$ cat src/rtl/i2s_pkg.sv
// Shared I2S definitions for the frame sequencer and the I2S receiver.
package i2s_pkg;

  typedef enum logic [1:0] {IDLE, START, RUN, STOP} i2s_seq_state_t;

  localparam int I2S_SLOT_W = 16;
  localparam int I2S_DIV_W  = 8;

endpackage

$ cat src/rtl/i2s_clk_div.sv
// I2S bit-clock divider: sclk toggles every hd+1 clk cycles while run is high,
// with registered rise/fall strobes coincident with the sclk transition.
module i2s_clk_div
  import i2s_pkg::*;
#(
  parameter int DIV_W = I2S_DIV_W
) (
  input  logic             clk,
  input  logic             rst_n,
  input  logic             run,
  input  logic [DIV_W-1:0] hd,
  output logic             sclk,
  output logic             rise,
  output logic             fall,
  output logic             fall_next
);

  logic [DIV_W-1:0] div_cnt;
  logic             toggle;

  assign toggle    = run && (div_cnt == hd);
  // Lets the sequencer move ws on the same clk edge that drops sclk.
  assign fall_next = toggle && sclk;

  always_ff @(posedge clk or negedge rst_n) begin
    if (!rst_n) begin
      div_cnt <= '0;
      sclk    <= 1'b0;
      rise    <= 1'b0;
      fall    <= 1'b0;
    end else if (!run) begin
      div_cnt <= '0;
      sclk    <= 1'b0;
      rise    <= 1'b0;
      fall    <= 1'b0;
    end else if (toggle) begin
      div_cnt <= '0;
      sclk    <= ~sclk;
      rise    <= ~sclk;
      fall    <= sclk;
    end else begin
      div_cnt <= div_cnt + 1'b1;
      rise    <= 1'b0;
      fall    <= 1'b0;
    end
  end

endmodule

$ cat src/rtl/i2s_frame_sequencer.sv
// I2S master frame sequencer: sclk/ws generation, slot bit counting and a
// frame-done valid/ready handshake with overrun flag. Optional: I2S_OVERRUN_CNT_EN.
module i2s_frame_sequencer
  import i2s_pkg::*;
#(
  parameter int WIDTH = I2S_SLOT_W,
  parameter int DIV_W = I2S_DIV_W
) (
  input  logic             clk_i,
  input  logic             rst_i,
  input  logic             en_i,
  input  logic [DIV_W-1:0] half_div_i,
  output logic             sclk_o,
  output logic             ws_o,
  output logic             sclk_rise_o,
  output logic             sclk_fall_o,
  output logic             frame_start_o,
  output logic             pkt_valid_o,
  input  logic             pkt_ready_i,
  output logic             overrun_o,
  input  logic             clr_ovr_i,
`ifdef I2S_OVERRUN_CNT_EN
  output logic [15:0]      overrun_cnt_o,
`endif
  output logic             busy_o
);

  localparam int CNT_W = (WIDTH > 1) ? $clog2(WIDTH) : 1;

  i2s_seq_state_t   state;
  logic [CNT_W-1:0] bit_cnt;
  logic [DIV_W-1:0] hd;
  logic [DIV_W-1:0] hd_req;
  logic             fall_next;
  logic             run;
  logic             wrap;
  logic             complete;
  logic             stopping;
  logic             set_ovr;

  assign hd_req   = (half_div_i == '0) ? DIV_W'(1) : half_div_i;
  assign run      = (state != IDLE);
  assign wrap     = (bit_cnt == CNT_W'(WIDTH - 1));
  // A frame ends on the fall that would take ws from the right slot back to left.
  assign complete = fall_next && wrap && ws_o && ((state == RUN) || (state == STOP));
  assign stopping = (state == STOP) && !en_i;
  assign set_ovr  = complete && pkt_valid_o && !pkt_ready_i;

  i2s_clk_div #(
    .DIV_W (DIV_W)
  ) u_clk_div (
    .clk       (clk_i),
    .rst_n     (rst_i),
    .run       (run),
    .hd        (hd),
    .sclk      (sclk_o),
    .rise      (sclk_rise_o),
    .fall      (sclk_fall_o),
    .fall_next (fall_next)
  );

  always_ff @(posedge clk_i or negedge rst_i) begin
    if (!rst_i) begin
      state         <= IDLE;
      bit_cnt       <= '0;
      ws_o          <= 1'b1;
      frame_start_o <= 1'b0;
      busy_o        <= 1'b0;
      hd            <= DIV_W'(1);
    end else begin
      frame_start_o <= 1'b0;
      case (state)
        IDLE: begin
          if (en_i) begin
            state   <= START;
            busy_o  <= 1'b1;
            hd      <= hd_req;
            bit_cnt <= '0;
            ws_o    <= 1'b1;
          end
        end
        START: begin
          if (fall_next) begin
            ws_o          <= 1'b0;
            frame_start_o <= 1'b1;
            bit_cnt       <= '0;
            state         <= RUN;
          end
        end
        RUN, STOP: begin
          if ((state == RUN) && !en_i) state <= STOP;
          else if ((state == STOP) && en_i) state <= RUN;
          if (fall_next) begin
            if (!wrap) begin
              bit_cnt <= bit_cnt + 1'b1;
            end else begin
              bit_cnt <= '0;
              // Stopping: the right slot has just finished, so park with ws high.
              if (ws_o && stopping) begin
                state  <= IDLE;
                busy_o <= 1'b0;
              end else begin
                ws_o <= ~ws_o;
                if (ws_o) begin
                  frame_start_o <= 1'b1;
                  hd            <= hd_req;
                end
              end
            end
          end
        end
        default: state <= IDLE;
      endcase
    end
  end

  always_ff @(posedge clk_i or negedge rst_i) begin
    if (!rst_i) begin
      pkt_valid_o <= 1'b0;
      overrun_o   <= 1'b0;
    end else begin
      if (complete) pkt_valid_o <= 1'b1;
      else if (pkt_ready_i) pkt_valid_o <= 1'b0;
      if (set_ovr) overrun_o <= 1'b1;
      else if (clr_ovr_i) overrun_o <= 1'b0;
    end
  end

`ifdef I2S_OVERRUN_CNT_EN
  always_ff @(posedge clk_i or negedge rst_i) begin
    if (!rst_i) begin
      overrun_cnt_o <= '0;
    end else if (set_ovr) begin
      if (clr_ovr_i) overrun_cnt_o <= 16'd1;
      else if (overrun_cnt_o != 16'hFFFF) overrun_cnt_o <= overrun_cnt_o + 16'd1;
    end else if (clr_ovr_i) begin
      overrun_cnt_o <= '0;
    end
  end
`endif

endmodule

$ cat config.mk
export PLATFORM = sky130hd
export DESIGN_NAME = i2s_frame_sequencer
export DESIGN_NICKNAME = d
export VERILOG_FILES = /design/src/rtl/i2s_pkg.sv /design/src/rtl/i2s_clk_div.sv /design/src/rtl/i2s_frame_sequencer.sv
export SDC_FILE = /design/constraint.sdc
export NUM_CORES = 1
export LEC_CHECK = 0
export CAP_MARGIN = 10
export CORE_AREA = 2 2 58 60
export DETAILED_ROUTE_END_ITERATION = 8
export DIE_AREA = 0 0 60 62
export PLACE_DENSITY = 0.69
export SLEW_MARGIN = 15
export SYNTH_ARGS = -nofsm -noshare
export SYNTH_HDL_FRONTEND = slang
export SYNTH_SLANG_ARGS = --single-unit
$ cat constraint.sdc
create_clock -name clk_i -period 4.4 [get_ports clk_i]
set_clock_uncertainty 0.1 [all_clocks]
set_input_delay 0.88 -clock clk_i [delete_from_list [all_inputs] [get_ports clk_i]]
set_output_delay 0.88 -clock clk_i [all_outputs]
set_load 0.01 [all_outputs]
==> results of run 1 <==
==> metrics by stage <==
| step | std cells | util | cell area, um^2 | worst slack, ns | hold slack (ns) |
|---|---|---|---|---|---|
| finish | 212 | 0.5714 | 1817 | 2.002 | 0.3944 |
| global route | 212 | 0.5714 | 1817 | 1.939 | 0.4121 |
| CTS | 212 | 0.5714 | 1817 | 1.988 | 0.3986 |
| detailed placement | 204 | 0.5466 | 1738 | 1.904 | 0.3850 |
| global placement | 204 | 0.5466 | 1738 | 1.925 | 0.3688 |
| floorplan | 140 | - | 1485 | 2.404 | 0.3510 |
==> power by group through the flow <==
stage	logic, mW	registers, mW	clock network [mW]
after CTS	0.336	0.477	0.205
after global placement	0.320	0.478	0
after global routing	0.376	0.496	0.219
after detailed placement	0.335	0.482	0
final	0.330	0.479	0.197
after floorplan	0.262	0.451	0
==> layout make-up <==
type	count	area (um^2)	share of cell area
sequential	30	753.2	0.4146
multi-input combinational	103	704.4	0.3877
tap	46	57.56	0.03168
inverter	4	15.01	0.008264
timing repair buffer	21	207.7	0.1143
clock buffer	8	78.83	0.04339
==> placed cells by master, fill, tap and decap left out, types with 2 or more instances in the layout <==
cell type                         Yosys  layout
sky130_fd_sc_hd__a21oi_1              4       4
sky130_fd_sc_hd__a22o_1               2       2
sky130_fd_sc_hd__a31oi_1              3       3
sky130_fd_sc_hd__and3_1               5       5
sky130_fd_sc_hd__and4b_1              2       2
sky130_fd_sc_hd__clkbuf_4             0       5
sky130_fd_sc_hd__clkbuf_8             0       3
sky130_fd_sc_hd__clkdlybuf4s50_1      0      20
sky130_fd_sc_hd__dfrtp_1             28      28
sky130_fd_sc_hd__dfstp_2              2       2
sky130_fd_sc_hd__ha_1                 2       2
sky130_fd_sc_hd__inv_1                4       4
sky130_fd_sc_hd__mux2_2              10      10
sky130_fd_sc_hd__nand2_1             12      12
sky130_fd_sc_hd__nand2b_1             2       2
sky130_fd_sc_hd__nand3_1              7       7
sky130_fd_sc_hd__nand4_1              2       2
sky130_fd_sc_hd__nor2_1              17      17
sky130_fd_sc_hd__nor3_1               3       3
sky130_fd_sc_hd__o21ai_0              5       5
sky130_fd_sc_hd__o22ai_1              2       2
sky130_fd_sc_hd__xor2_1              14      14
==> final timing paths <==
path | start | to | slack [ns] | cells past startpoint
min in group asynchronous | rst_i | u_clk_div.div_cnt[6] | 0.83 | 2
worst min-delay path | hd[0] | hd[0] | 0.39 | 2
worst max-delay path | ws_o | ws_o | 2.00 | 1
worst min register to register | hd[0] | hd[0] | 0.39 | 2
worst max register to register | u_clk_div.div_cnt[5] | hd[5] | 2.21 | 5
max in group asynchronous | rst_i | ws_o | 3.06 | 2
==> logic make-up after synthesis <==
| kind of cell | Yosys count |
|---|---|
| AOI/OAI and AO/OA | 20 |
| xor gates and xnor gates | 15 |
| adders and majority gates | 2 |
| buffers and inverters | 7 |
| DFF | 30 |
| muxes | 11 |
| and+or+nand+nor | 55 |
==> routing by layer <==
metal / global-route usage / wire [um]
met5: 0 / 0
met4: 0.1048 / 40
met3: 0.06418 / 131
met2: 0.2671 / 1300
met1: 0.2470 / 1321
==> flip-flops by register name, summed over array words and instances, names as in the netlist <==
register	flops
hd	8
frame_start_o	1
state	2
ws_o	1
u_clk_div.div_cnt	8
u_clk_div.rise	1
u_clk_div.fall	1
u_clk_div.sclk	1
pkt_valid_o	1
busy_o	1
bit_cnt	4
overrun_o	1
==> results.rst, run 1 <==
.. list-table::
   :header-rows: 1

   * - Metric
     - Value
   * - Result of the run
     - finished clean
   * - Number of top-level design ports
     - 21
   * - Delay of the slowest critical-path stage
     - 0.56 ns
   * - Critical Path Start Type
     - flip-flop
   * - Total inserted antenna cells
     - 0
   * - Number of storage elements in the synthesis netlist
     - 30
   * - Slew @ Worst Pin
     - 0.4521 ns
   * - Final-report max-slew violation count
     - 0
   * - Adder and majority cell fraction of the synthesized area
     - 0.01685
   * - Iteration count of the initial detailed-routing pass
     - 6
   * - Worst Hold Class
     - reg -> reg
   * - Library cell used as clock root buffer
     - sky130_fd_sc_hd__clkbuf_4
   * - Fraction of final layout cells sized beyond drive strength 1
     - 0.1506
   * - Portion of synthesized cell area occupied by the leading cell type
     - 0.4718
   * - Crit path capture type
     - output pin
   * - Avg Inst Size Synth
     - 10.61 um^2
   * - Library cell contributing the largest single delay on the critical path
     - sky130_fd_sc_hd__dfstp_2
   * - Worst path arrival time
     - 1.42 ns
   * - Xor and xnor area share after synthesis
     - 0.08846
   * - Share of synthesized cell area in and, or, nand and nor gates
     - 0.1955
   * - Number of sinks on the clock net
     - 30
   * - Largest family of logic cells by synthesized area
     - simple AND/OR/NAND/NOR gates
   * - Largest cells by area after synthesis
     - sky130_fd_sc_hd__dfrtp_1 (47%), sky130_fd_sc_hd__xor2_1 (8.3%), sky130_fd_sc_hd__mux2_2 (7.6%)
   * - RSZ-0062 raised after global routing
     - no
   * - Relative max-transition margin
     - 0.6986
   * - Top cell types by occurrence after synthesis
     - sky130_fd_sc_hd__dfrtp_1 (28), sky130_fd_sc_hd__nor2_1 (17), sky130_fd_sc_hd__xor2_1 (14)
   * - Area of the die
     - 3720 um^2
   * - Pin count of the biggest net entering global routing
     - 31
   * - Remaining antenna violation count after routing
     - 0
   * - Leakage
     - 0.8512 nW
   * - Hold buffer count at cts
     - 0
   * - Period utilization
     - 0.5451
   * - CTS tree
     - done
   * - Number of synthesis warnings
     - 0
   * - Relative area change from synthesis to final layout
     - 22.33%
   * - CP Buf/Inv Count
     - 1
   * - TritonCTS buffer count
     - 5
   * - Fin. Hold Viols
     - 0
   * - Final critical path time including I/O delays and setup
     - 2.398 ns
   * - Number of enable-type register cells in the synthesized netlist
     - 0
   * - Cell-by-cell listing of the critical path
     - clkdlybuf4s50_1
   * - Total wirelength of the detailed-routed design
     - 2.793 mm
   * - Internal power summed over all cells
     - 640.6 uW
   * - Post-cts gate resize count
     - 0
   * - GR Util All Layers
     - 0.1865
   * - DRT iter0 DRCs
     - 40
   * - Achievable Freq
     - 416.9 MHz
   * - Initial core utilization
     - 0.4671
   * - Max Cap Viol
     - 0
   * - Critical path start-end classification
     - reg -> out
   * - HPWL after DPL
     - 2.081 mm
   * - Site Rows
     - 21
   * - Area inside the core boundary
     - 3179 um^2
   * - First-pass GRT wire length
     - 4.940 mm
   * - Global placement routability congestion
     - 0.7709
   * - Setup TNS
     - 0 ns
   * - Drc violations
     - 0
   * - Required time at the worst-slack endpoint
     - 3.42 ns
   * - Via count of the first global-routing pass
     - 1058
   * - Congestion Overflow GR
     - 0
   * - Number of endpoints failing setup at the final stage
     - 0
   * - Pwr Total
     - 1.005 mW
   * - Setup Buffers After CTS
     - 0
   * - Most common cell in the netlist
     - sky130_fd_sc_hd__dfrtp_1
   * - CP top delay family
     - flip-flops
   * - Count of fill cells added during filler insertion
     - 270
   * - Max Fanout on Critical Path
     - 4
   * - Max IR drop VDD
     - 0.2713 mV
   * - Total Nets Final
     - 180
   * - Share of power burned in registers
     - 0.477
   * - Clock network power share
     - 0.195
   * - Buffers added on ports
     - 20
   * - Number of distinct library cells after synthesis
     - 32
   * - Compound-Gate Fraction of Synth Area
     - 0.09099
   * - Synthesized Nets
     - 155
   * - Net switching share of the total power
     - 0.3629
   * - Post-Synthesis Cell Area
     - 1485 um^2
   * - Sequential fraction of the synthesis area
     - 0.5072
   * - Clock latency on the worst-skew pair
     - 0.32 ns
   * - Number of levels the H-tree was split into
     - 2
   * - Top_reg_cell synth
     - sky130_fd_sc_hd__dfrtp_1
   * - Power per standard cell area
     - 553.4 nW/um^2
   * - Net load switching power
     - 364.8 uW
   * - Die X
     - 60 um
   * - Number of buffers on the longest clock path
     - 2
   * - CTS clk-pin slew, worst paths
     - 0.08 ns
   * - Number of antenna violations at the first check in global routing
     - 0
   * - Vias
     - 1089
   * - Share of power burned in combinational logic
     - 0.328
   * - Die height
     - 62 um
   * - Multiplexer fraction of the synthesized cell area
     - 0.08256
   * - Detailed-route vias per instance
     - 5.137
   * - WL per Instance
     - 13.17 um
   * - Number of instances in the synthesized netlist
     - 140
   * - Share of async-settable or async-resettable flops after synthesis
     - 1.000
   * - Leading area contributor after synthesis
     - sky130_fd_sc_hd__dfrtp_1
(Power assumes the default switching activity.)
==> run 2, diff against run 1 <==
==> constraint.sdc (replaced) <==
create_clock -name clk_i -period 2.4 [get_ports clk_i]
set_clock_uncertainty 0.1 [all_clocks]
set_input_delay 0.48 -clock clk_i [delete_from_list [all_inputs] [get_ports clk_i]]
set_output_delay 0.48 -clock clk_i [all_outputs]
set_load 0.01 [all_outputs]
==> run 2 against run 1 <==
- hold slack got worse by 0.0042 ns
- combinational power grew 95%
- critical path depth grew 5
- highest routed layer unchanged
- via count rose by 3.8%
- clock power grew 36%
- largest power group unchanged
- sequential cell count stayed put
- wire length grew 5.7%
- utilization is 0.59 points lower
==> results.rst, run 2 (synthesized netlist as in run 1, its figures left out) <==
.. list-table::
   :header-rows: 1

   * - Metric
     - Value
   * - Result of the run
     - finished clean
   * - Critical Path Start Type
     - flip-flop
   * - Hold slack
     - 0.3902 ns
   * - Setup TNS
     - 0 ns
   * - Final-report max-slew violation count
     - 0
   * - Post-Layout Inst Area
     - 1798 um^2
   * - Post-cts gate resize count
     - 0
   * - Required time at the worst-slack endpoint
     - 2.51 ns
   * - Max Cap Viol
     - 0
   * - Max IR drop VDD
     - 0.5299 mV
   * - Number of sinks on the clock net
     - 30
   * - Number of top-level design ports
     - 21
   * - Site Rows
     - 21
   * - Iteration count of the initial detailed-routing pass
     - 4
   * - WL per Instance
     - 13.85 um
   * - Initial core utilization
     - 0.4671
   * - Total inserted antenna cells
     - 0
   * - Area of the die
     - 3720 um^2
   * - Worst Hold Class
     - reg -> reg
   * - Worst path arrival time
     - 2.30 ns
   * - First-pass GRT wire length
     - 5.106 mm
   * - Drc violations
     - 0
   * - Pin count of the biggest net entering global routing
     - 31
   * - Critical path start-end classification
     - reg -> reg
   * - CTS tree
     - done
   * - Congestion Overflow GR
     - 0
   * - Leakage
     - 0.8421 nW
   * - Period utilization
     - 0.9117
   * - GR Util All Layers
     - 0.1950
   * - Number of antenna violations at the first check in global routing
     - 0
   * - Number of buffers on the longest clock path
     - 2
   * - CTS clk-pin slew, worst paths
     - 0.08 ns
   * - Detailed-route vias per instance
     - 5.305
   * - TritonCTS buffer count
     - 5
   * - RSZ-0062 raised after global routing
     - no
   * - Setup Buffers After CTS
     - 0
   * - Max Fanout on Critical Path
     - 8
   * - Highest-count cells in the layout ignoring fill and taps
     - sky130_fd_sc_hd__dfrtp_1 (28), sky130_fd_sc_hd__clkdlybuf4s50_1 (20), sky130_fd_sc_hd__nor2_1 (17)
   * - Power per standard cell area
     - 986.6 nW/um^2
   * - Library cell contributing the largest single delay on the critical path
     - sky130_fd_sc_hd__dfrtp_1
   * - Die X
     - 60 um
   * - Number of endpoints failing setup at the final stage
     - 0
   * - Relative area change from synthesis to final layout
     - 21.06%
   * - DRT iter0 DRCs
     - 32
   * - Crit path capture type
     - flip-flop
   * - Largest registers
     - hd (8), u_clk_div.div_cnt (8), bit_cnt (4)
   * - Final critical path time including I/O delays and setup
     - 2.188 ns
   * - Number of levels the H-tree was split into
     - 2
   * - Remaining antenna violation count after routing
     - 0
   * - Fraction of final layout cells sized beyond drive strength 1
     - 0.1437
   * - Fin. Hold Viols
     - 0
   * - Clock latency on the worst-skew pair
     - 0.32 ns
   * - Vias
     - 1130
   * - Library cell used as clock root buffer
     - sky130_fd_sc_hd__clkbuf_4
   * - HPWL after DPL
     - 2.221 mm
   * - Pwr Total
     - 1.774 mW
   * - Hold buffer count at cts
     - 0
   * - Relative max-transition margin
     - 0.7530
   * - Cell-by-cell listing of the critical path
     - ha_1, nand4_1, nor2_1, a41oi_1, a21oi_4, mux2_2
   * - Placed standard-cell area
     - 1753 um^2
   * - Most common cell after layout, fill and taps aside
     - sky130_fd_sc_hd__dfrtp_1
   * - Global placement routability congestion
     - 0.7816
   * - Achievable Freq
     - 457.0 MHz
   * - Slew @ Worst Pin
     - 0.3705 ns
   * - Buffers added on ports
     - 20
   * - Delay of the slowest critical-path stage
     - 0.43 ns
   * - Total wirelength of the detailed-routed design
     - 2.951 mm
   * - Total Nets Final
     - 182
   * - Via count of the first global-routing pass
     - 1076
   * - Area inside the core boundary
     - 3179 um^2
   * - Die height
     - 62 um
[run 2: worst max-delay path, delay by kind of cell (launching register included)]
kind / cells / cell delay (ns)
AO/OA/AOI/OAI: 2 / 0.52
flip-flops: 1 / 0.43
multiplexers: 1 / 0.39
AND/OR/NAND/NOR: 2 / 0.38
adder cells (fa/ha/maj): 1 / 0.26
[run 2: cell type report]
class	instances	area [um^2]
fillers	293	1381
multi-input cells	103	704.4
well taps	46	57.56
repair buffers	23	222.7
flip-flops and latches	30	753.2
clock buffers	7	45.04
inverters	4	15.01
[run 2: path summary, 6_finish.rpt]
check                           start   endpoint  slack [ns]  cells past startpoint
setup / recovery           bit_cnt[0]      hd[1]        0.21                      6
hold / removal                  hd[0]      hd[0]        0.39                      2
setup reg to reg           bit_cnt[0]      hd[1]        0.21                      6
hold reg to reg                 hd[0]      hd[0]        0.39                      2
max in group asynchronous       rst_i       ws_o        1.45                      2
min in group asynchronous       rst_i  overrun_o        0.43                      2
[run 2: report_power, final]
part,switching [mW],internal (mW)
Clock,0.157,0.110
Combinational,0.341,0.302
Sequential,0.182,0.681
[run 2: per-stage QoR]
stage	util	worst slack [ns]	cells
final	0.5655	0.2120	213
after global placement	0.5514	0.2950	206
after floorplan	-	0.4043	140
after detailed placement	0.5514	0.2234	206
after global routing	0.5655	0.05927	213
after CTS	0.5655	0.1923	213
[run 2: metal layers]
| metal | vias up | GRT usage | share of wire |
|---|---|---|---|
| met3 | 4 | 0.06625 | 0.048 |
| met5 | - | 0 | 0 |
| met2 | 22 | 0.2826 | 0.46 |
| met4 | 0 | 0.1016 | 0.020 |
| li1 | 546 | - | - |
| met1 | 558 | 0.2592 | 0.47 |
